$ cat src/rtl/cmd_frame_ctrl_pkg.sv
// -----------------------------------------------------------------------------
// cmd_pkg
// Shared definitions for the command-frame sequencer on the control FIFO path.
//   state_t       : sequencer states (also exported on the debug port)
//   DATA_LEN_DEF  : default frame length in bytes
//   FRAME_HDR     : command frame header word recognised by the parser
//   OK_CODE/ERR_CODE : values held in the frame error latch
// -----------------------------------------------------------------------------
package cmd_pkg;

  typedef enum logic [2:0] {
    ST_IDLE  = 3'd0,
    ST_WAIT  = 3'd1,
    ST_START = 3'd2,
    ST_STOP  = 3'd3,
    ST_CFG   = 3'd4,
    ST_DRAIN = 3'd5
  } state_t;

  localparam logic [11:0] DATA_LEN_DEF = 12'd12;
  localparam logic [15:0] FRAME_HDR    = 16'h55AA;

  localparam logic OK_CODE  = 1'b0;
  localparam logic ERR_CODE = 1'b1;

endpackage

$ cat src/rtl/cmd_frame_ctrl_if.sv
// -----------------------------------------------------------------------------
// cmd_frame_ctrl_if
// Bus bundle between the frame sequencer and its neighbours.
//   FIFO side   : fifoc_cnt, fifoc_empty (to sequencer), drain_rxen (from it)
//   Parser side : ps_fs (from sequencer), ps_fd, ps_err (to it), data_len
//   Config side : cfg_valid (from sequencer), cfg_ready (to it)
//
// Handshake rules:
//   cfg_valid/cfg_ready - a transfer happens on a rising clk edge where both
//     are high. Once raised, cfg_valid stays high until that transfer; the
//     consumer may hold cfg_ready low for any number of cycles.
//   ps_fs/ps_fd - level handshake. ps_fs rises to start a parse and is held
//     until ps_fd is seen high; ps_err is only meaningful while ps_fd is high.
//     ps_fd returns low after ps_fs drops.
// Modports: master = sequencer side, slave = environment side.
// -----------------------------------------------------------------------------
interface cmd_frame_ctrl_if;

  logic [11:0] fifoc_cnt;
  logic        fifoc_empty;
  logic        drain_rxen;

  logic        ps_fs;
  logic        ps_fd;
  logic        ps_err;
  logic [11:0] data_len;

  logic        cfg_valid;
  logic        cfg_ready;

  modport master (
    input  fifoc_cnt, fifoc_empty, ps_fd, ps_err, cfg_ready,
    output drain_rxen, ps_fs, data_len, cfg_valid
  );

  modport slave (
    output fifoc_cnt, fifoc_empty, ps_fd, ps_err, cfg_ready,
    input  drain_rxen, ps_fs, data_len, cfg_valid
  );

endinterface

$ cat src/rtl/cmd_frame_ctrl_sat_cnt.sv
// -----------------------------------------------------------------------------
// sat_cnt
// Saturating up-counter: clears on clr, increments on inc, holds at all-ones.
//   clk, rst : clock, asynchronous active-high reset
//   clr      : synchronous clear (wins over inc)
//   inc      : count enable
//   q        : counter value
// -----------------------------------------------------------------------------
module sat_cnt #(
  parameter int W = 8
) (
  input  logic         clk,
  input  logic         rst,
  input  logic         clr,
  input  logic         inc,
  output logic [W-1:0] q
);

  always_ff @(posedge clk or posedge rst) begin
    if (rst) begin
      q <= '0;
    end else if (clr) begin
      q <= '0;
    end else if (inc && (q != '1)) begin
      q <= q + 1'b1;
    end
  end

endmodule

$ cat src/rtl/cmd_frame_ctrl.sv
// -----------------------------------------------------------------------------
// cmd_frame_ctrl
// Sequencer for the command-frame parser. Waits for a complete frame in the
// command FIFO, runs one parse through the fs/fd handshake, then either hands
// the configuration to the consumer (good frame) or drains the FIFO (parser
// error or watchdog timeout), keeping frame statistics.
//   clk, rst      : clock, asynchronous active-high reset
//   enable        : allows new frames to start; a running frame always finishes
//   bus (master)  : FIFO, parser and config signals (see cmd_frame_ctrl_if)
//   busy          : a frame is in progress (state not IDLE/WAIT)
//   frame_ok_cnt  : good frames, wraps
//   frame_err_cnt : parser errors, saturating
//   timeout_cnt   : watchdog timeouts, saturating
//   state_dbg     : current sequencer state
// -----------------------------------------------------------------------------
module cmd_frame_ctrl
  import cmd_pkg::*;
#(
  parameter logic [11:0] DATA_LEN = DATA_LEN_DEF,
  parameter int          TIMEOUT  = 1024,
  parameter int          CNT_W    = 8
) (
  input  logic              clk,
  input  logic              rst,
  input  logic              enable,
  cmd_frame_ctrl_if.master  bus,
  output logic              busy,
  output logic [15:0]       frame_ok_cnt,
  output logic [CNT_W-1:0]  frame_err_cnt,
  output logic [CNT_W-1:0]  timeout_cnt,
  output state_t            state_dbg
);

  // One spare bit so the watchdog never wraps before reaching TIMEOUT-1.
  localparam int              WD_W    = $clog2(TIMEOUT + 1);
  localparam logic [WD_W-1:0] WD_LAST = WD_W'(TIMEOUT - 1);

  state_t          state_q, state_d;
  logic [WD_W-1:0] wd_q, wd_d;
  logic            err_l_q, err_l_d;   // frame failed (parser error or timeout)
  logic            to_l_q, to_l_d;     // failure was a timeout
  logic            inc_ok, inc_err, inc_to;

  // ---------------------------------------------------------------------------
  // State and frame registers
  // ---------------------------------------------------------------------------
  always_ff @(posedge clk or posedge rst) begin
    if (rst) begin
      state_q      <= ST_IDLE;
      wd_q         <= '0;
      err_l_q      <= OK_CODE;
      to_l_q       <= 1'b0;
      frame_ok_cnt <= '0;
    end else begin
      state_q <= state_d;
      wd_q    <= wd_d;
      err_l_q <= err_l_d;
      to_l_q  <= to_l_d;
      if (inc_ok) begin
        frame_ok_cnt <= frame_ok_cnt + 16'd1;
      end
    end
  end

  // ---------------------------------------------------------------------------
  // Next-state logic
  // ---------------------------------------------------------------------------
  always_comb begin
    state_d = state_q;
    wd_d    = wd_q;
    err_l_d = err_l_q;
    to_l_d  = to_l_q;
    inc_ok  = 1'b0;
    inc_err = 1'b0;
    inc_to  = 1'b0;

    case (state_q)
      ST_IDLE: begin
        if (enable) begin
          state_d = ST_WAIT;
        end
      end

      ST_WAIT: begin
        if (!enable) begin
          state_d = ST_IDLE;
        end else if (bus.fifoc_cnt >= DATA_LEN) begin
          // Fresh watchdog and error latches for every frame.
          state_d = ST_START;
          wd_d    = '0;
          err_l_d = OK_CODE;
          to_l_d  = 1'b0;
        end
      end

      ST_START: begin
        wd_d = wd_q + 1'b1;
        // An fd level seen in the first START cycle belongs to the previous
        // parse, so completion is only accepted once the watchdog has moved.
        if (bus.ps_fd && (wd_q != '0)) begin
          err_l_d = bus.ps_err;
          state_d = ST_STOP;
        end else if (wd_q == WD_LAST) begin
          err_l_d = ERR_CODE;
          to_l_d  = 1'b1;
          inc_to  = 1'b1;
          state_d = ST_STOP;
        end
      end

      ST_STOP: begin
        // fs is already low here; wait for the parser to release fd.
        if (!bus.ps_fd) begin
          if (err_l_q == OK_CODE) begin
            state_d = ST_CFG;
            inc_ok  = 1'b1;
          end else begin
            state_d = ST_DRAIN;
            inc_err = !to_l_q;
          end
        end
      end

      ST_CFG: begin
        if (bus.cfg_ready) begin
          state_d = enable ? ST_WAIT : ST_IDLE;
        end
      end

      ST_DRAIN: begin
        if (bus.fifoc_empty) begin
          state_d = enable ? ST_WAIT : ST_IDLE;
        end
      end

      default: begin
        state_d = ST_IDLE;
      end
    endcase
  end

  // ---------------------------------------------------------------------------
  // Outputs, decoded from the registered state. The drain strobe is also
  // qualified by fifoc_empty so a read is never issued against an empty FIFO;
  // this keeps an empty-on-entry drain at zero reads.
  // ---------------------------------------------------------------------------
  assign bus.ps_fs      = (state_q == ST_START);
  assign bus.cfg_valid  = (state_q == ST_CFG);
  assign bus.drain_rxen = (state_q == ST_DRAIN) && !bus.fifoc_empty;
  assign bus.data_len   = DATA_LEN;
  assign busy           = (state_q != ST_IDLE) && (state_q != ST_WAIT);
  assign state_dbg      = state_q;

  // ---------------------------------------------------------------------------
  // Error statistics
  // ---------------------------------------------------------------------------
  sat_cnt #(.W(CNT_W)) u_err_cnt (
    .clk (clk),
    .rst (rst),
    .clr (1'b0),
    .inc (inc_err),
    .q   (frame_err_cnt)
  );

  sat_cnt #(.W(CNT_W)) u_to_cnt (
    .clk (clk),
    .rst (rst),
    .clr (1'b0),
    .inc (inc_to),
    .q   (timeout_cnt)
  );

endmodule

$ cat src/flat_wrapper.sv
// flat-port wrapper written by rule: the top's interface ports become plain ports
module cmd_frame_ctrl_flat import cmd_pkg::*;
#(
  parameter logic [11:0] DATA_LEN = DATA_LEN_DEF,
  parameter int          TIMEOUT  = 1024,
  parameter int          CNT_W    = 8
)
  (clk, rst, enable, busy, frame_ok_cnt, frame_err_cnt, timeout_cnt, state_dbg, bus_fifoc_cnt, bus_fifoc_empty, bus_ps_fd, bus_ps_err, bus_cfg_ready, bus_drain_rxen, bus_ps_fs, bus_data_len, bus_cfg_valid);
  cmd_frame_ctrl_if bus_i ();
  input  logic clk;
  input  logic rst;
  input  logic enable;
  output logic busy;
  output logic [15:0] frame_ok_cnt;
  output logic [CNT_W-1:0] frame_err_cnt;
  output logic [CNT_W-1:0] timeout_cnt;
  output state_t state_dbg;
  input wire logic [$bits(bus_i.fifoc_cnt)-1:0] bus_fifoc_cnt;
  input wire logic [$bits(bus_i.fifoc_empty)-1:0] bus_fifoc_empty;
  input wire logic [$bits(bus_i.ps_fd)-1:0] bus_ps_fd;
  input wire logic [$bits(bus_i.ps_err)-1:0] bus_ps_err;
  input wire logic [$bits(bus_i.cfg_ready)-1:0] bus_cfg_ready;
  output wire logic [$bits(bus_i.drain_rxen)-1:0] bus_drain_rxen;
  output wire logic [$bits(bus_i.ps_fs)-1:0] bus_ps_fs;
  output wire logic [$bits(bus_i.data_len)-1:0] bus_data_len;
  output wire logic [$bits(bus_i.cfg_valid)-1:0] bus_cfg_valid;
  assign bus_i.fifoc_cnt = bus_fifoc_cnt;
  assign bus_i.fifoc_empty = bus_fifoc_empty;
  assign bus_i.ps_fd = bus_ps_fd;
  assign bus_i.ps_err = bus_ps_err;
  assign bus_i.cfg_ready = bus_cfg_ready;
  assign bus_drain_rxen = bus_i.drain_rxen;
  assign bus_ps_fs = bus_i.ps_fs;
  assign bus_data_len = bus_i.data_len;
  assign bus_cfg_valid = bus_i.cfg_valid;
  cmd_frame_ctrl #(.DATA_LEN(DATA_LEN), .TIMEOUT(TIMEOUT), .CNT_W(CNT_W)) u_core (.clk(clk), .rst(rst), .enable(enable), .bus(bus_i), .busy(busy), .frame_ok_cnt(frame_ok_cnt), .frame_err_cnt(frame_err_cnt), .timeout_cnt(timeout_cnt), .state_dbg(state_dbg));
endmodule
$ cat config.mk
export PLATFORM = sky130hd
export DESIGN_NAME = cmd_frame_ctrl_flat
export DESIGN_NICKNAME = d
export VERILOG_FILES = /design/src/rtl/cmd_frame_ctrl_pkg.sv /design/src/rtl/cmd_frame_ctrl_if.sv /design/src/rtl/cmd_frame_ctrl_sat_cnt.sv /design/src/rtl/cmd_frame_ctrl.sv /design/src/flat_wrapper.sv
export SDC_FILE = /design/constraint.sdc
export NUM_CORES = 1
export LEC_CHECK = 0
export CORE_MARGIN = 2
export CORE_UTILIZATION = 40
export DETAILED_ROUTE_END_ITERATION = 10
export GPL_TIMING_DRIVEN = 0
export HOLD_SLACK_MARGIN = 0.06
export PLACE_DENSITY = 0.68
export SYNTH_ARGS = -nofsm -noshare
export SYNTH_HDL_FRONTEND = slang
export SYNTH_SLANG_ARGS = --single-unit
$ cat constraint.sdc
create_clock -name clk -period 5.5 [get_ports clk]
set_input_delay 1.1 -clock clk [delete_from_list [all_inputs] [get_ports clk]]
set_output_delay 1.1 -clock clk [all_outputs]
set_load 0.005 [all_outputs]
==> run metrics <==
post-CTS setup buffers=0; Via Count=1,987; Layout area overhead=30.7%; Rel. slew slack=27.2%; prevailing post-synth register cell=dfrtp_1; Slowest Stage Delay on Critical Path=0.58 ns; Inserted Diodes=0; nets=about 340; Pwr Total=1010 uW; Tcrit/Tclk final=a little over three fifths; grt total ovfl=0; leakage=roughly 0.0014 uW; total core area=~6300 sq um; delay-heaviest family, CP=buffers and inverters; Hold WC Path Type=flop to flop; Critical Path Start Type=flop; Post-synth EDFFs=0; mean post-synth cell area=10.6 sq um; ys async rst share=100%; Clock Sink Count=48; RSZ-0062 raised after global routing=false; vias in the first global route=between 1,500 and 2,000; htree depth=2; cts bufs inserted=5; placed instance area=between 3000 and 4000 sq um; Period minus WS final=around 3.4 ns; Iter 0 DRT Violations=89; crit path kind=flop to output pin; Pre-antenna DRT Iters=4; Syn. warnings=0; hold buffers post-CTS=0; GP Congestion=between 0.7 and 0.8; crit path cell chain=or3b_1, buf_6, inv_1, clkbuf_1, clkdlybuf4s50_1; Post-Syn Instances=~250; Starting Density=41.1%; count of final hold-check violations=0; Final Slew Violations=0; layout cells sized above 1=12.5%; number of max-cap violations=0; crit path capture type=output pin; actual slew at the worst max-slew pin=1.08 ns; sequential share of the synthesized area=46.3%; CTS tree=built; clk buf depth=2; Die Wd=between 80 and 90 um; Rows=29; WP buf/inv=4; worst skew pair latency=0.31 ns; Arr. time, crit path=between 2 and 2.5 ns; Required @ worst endpoint=4.40 ns; WHS=0.482 ns; fin util=a little over half; fmax=just under 300 MHz; Detailed Place HPWL=approximately 3800 um; outcome=finished, final reports clean; IO Count=70; VDD IR-drop max=~0.19 mV; clk slew on worst S/H paths=0.09 ns; antenna viol nets, final=0; number of gates resized after cts=0; CP Max Fanout=10; die area=7140 sq um; Root Buffer=clkbuf_8; Critical-path top delay cell=clkdlybuf4s50_1; power density cells=a little under 300 nW/um^2; Setup TNS=0 ns; vias per inst=5.02; Die Height=between 80 and 90 um; gr usage total=about 15%; initial antenna violation count=0; final wirelength=5220 um; port bufs=55; drt wl/cell=between 10 and 15 um; DRC violations left=0; Worst Skew=0.00542 ns; area of the mapped netlist=2590 sq um; largest net degree at the start of global routing=38; FF+latch count, synth=between 40 and 50; Final Cell Area=~3400 sq um; first-pass GRT wire length=8800 um; final setup violation count=0; Yosys cell types=45
worst reg2reg max path: stages (launching register included):
cell and delay [ns]:
dfrtp_1 0.39, clkbuf_1 0.35, nand4bb_1 0.31, nor4_1 0.98
nand3_1 0.21, xnor2_1 0.18
Yosys cell counts, types with 2 or more instances:
cell / count / area share [%]
mux2_2: 5 / 2.2
buf_6: 2 / 0.87
buf_4: 12 / 3.5
o32ai_1: 2 / 0.68
nand2_1: 11 / 1.6
nor4b_1: 2 / 0.68
mux2_1: 2 / 0.87
and3_1: 6 / 1.4
nor4_4: 2 / 1.6
nand3_1: 15 / 2.9
or3_1: 2 / 0.48
nand2b_1: 3 / 0.72
nor4_1: 5 / 1.2
nor4b_2: 2 / 1.2
a21oi_1: 3 / 0.58
nor2_1: 15 / 2.2
ha_1: 5 / 2.4
xnor2_1: 20 / 6.8
clkbuf_1: 6 / 0.87
xor2_1: 14 / 4.7
a31oi_1: 3 / 0.72
nor4_2: 3 / 1.4
nor3_1: 4 / 0.77
nand4_1: 13 / 3.1
conb_1: 2 / 0.29
nand4bb_1: 2 / 0.87
inv_1: 9 / 1.3
and2_1: 5 / 1.2
o21ai_0: 5 / 0.96
dfrtp_1: 48 / 46
nand4b_1: 3 / 1.0
stage by stage:
stage                     setup WS [ns]  instances
after detailed placement           2.01        388
after floorplan                    2.95        255
after global routing               1.96        396
after global placement             2.04        387
after CTS                          2.04        396
final                              2.06        396
power breakdown:
group | switching, uW | total [uW] | internal [uW]
Clock | 127 | 218 | 90.2
Sequential | 56.0 | 453 | 397
Combinational | 159 | 336 | 177
cells in the final DEF, fill, tap and decap left out, types with 2 or more instances in the layout:
master,n
buf_6,2
clkinvlp_4,2
buf_4,12
nand2b_1,3
nand4_1,13
clkbuf_1,6
xor2_1,14
xnor2_1,20
nor3_1,4
and3_1,6
a21oi_1,3
nand4b_1,3
clkbuf_8,5
nor2_1,15
ha_1,5
mux2_2,5
a31oi_1,3
o32ai_1,2
nor4b_1,2
inv_1,8
conb_1,12
nor4_2,3
nand2_1,11
nand3_1,15
and2_1,5
nor4_1,5
nand4bb_1,2
nor4b_2,2
o21ai_0,5
nor4_4,2
dfrtp_1,48
clkdlybuf4s50_1,55
mux2_1,2
or3_1,2
state kept, by name, indices dropped and copies added (netlist names):
register             count
u_core.wd_q             11
u_core.state_dbg         3
u_core.frame_ok_cnt     16
u_core.u_to_cnt.q        8
u_core.u_err_cnt.q       8
u_core.to_l_q            1
u_core.err_l_q           1
final cells by class:
class	instances	area, sq um
well taps	77	96.3
repair buffers	56	571
fillers	592	2920
clock buffers	5	68.8
plain buffers	20	135
multi-input cells	178	1260
inverters	9	33.8
flip-flops and latches	48	1200
clock inverters	3	23.8
final timing paths:
check                                   startpoint                       to  slack (ns)  cells past startpoint
max in group asynchronous                      rst    u_core.u_err_cnt.q[6]        3.98                      3
hold reg to reg            u_core.frame_ok_cnt[15]  u_core.frame_ok_cnt[15]        0.48                      1
setup reg to reg               u_core.state_dbg[0]   u_core.frame_ok_cnt[9]        2.98                      5
min in group asynchronous                      rst     u_core.u_to_cnt.q[2]        1.04                      2
setup / recovery               u_core.state_dbg[2]                bus_ps_fs        2.06                      5
hold / removal             u_core.frame_ok_cnt[15]  u_core.frame_ok_cnt[15]        0.48                      1
metal layers:
layer	GRT usage [%]	vias to the layer above	share of wire, %
met1	20.5	933	47
met5	0	-	0
met2	23.9	57	46
met3	3.64	6	5.0
li1	-	991	-
met4	5.19	0	1.6
logic make-up (layout without fill, tap and decap cells):
group,after synthesis,after routing,synth area share [%]
adder cells (fa/ha/maj),5,5,2.41
AO/OA/AOI/OAI,21,21,5.64
other,2,12,0.290
XOR/XNOR,34,34,11.5
buffers and inverters,29,93,6.51
AND/OR/NAND/NOR,99,99,24.3
multiplexers,7,7,3.04
flip-flops,48,48,46.3
(Power assumes the default switching activity.)
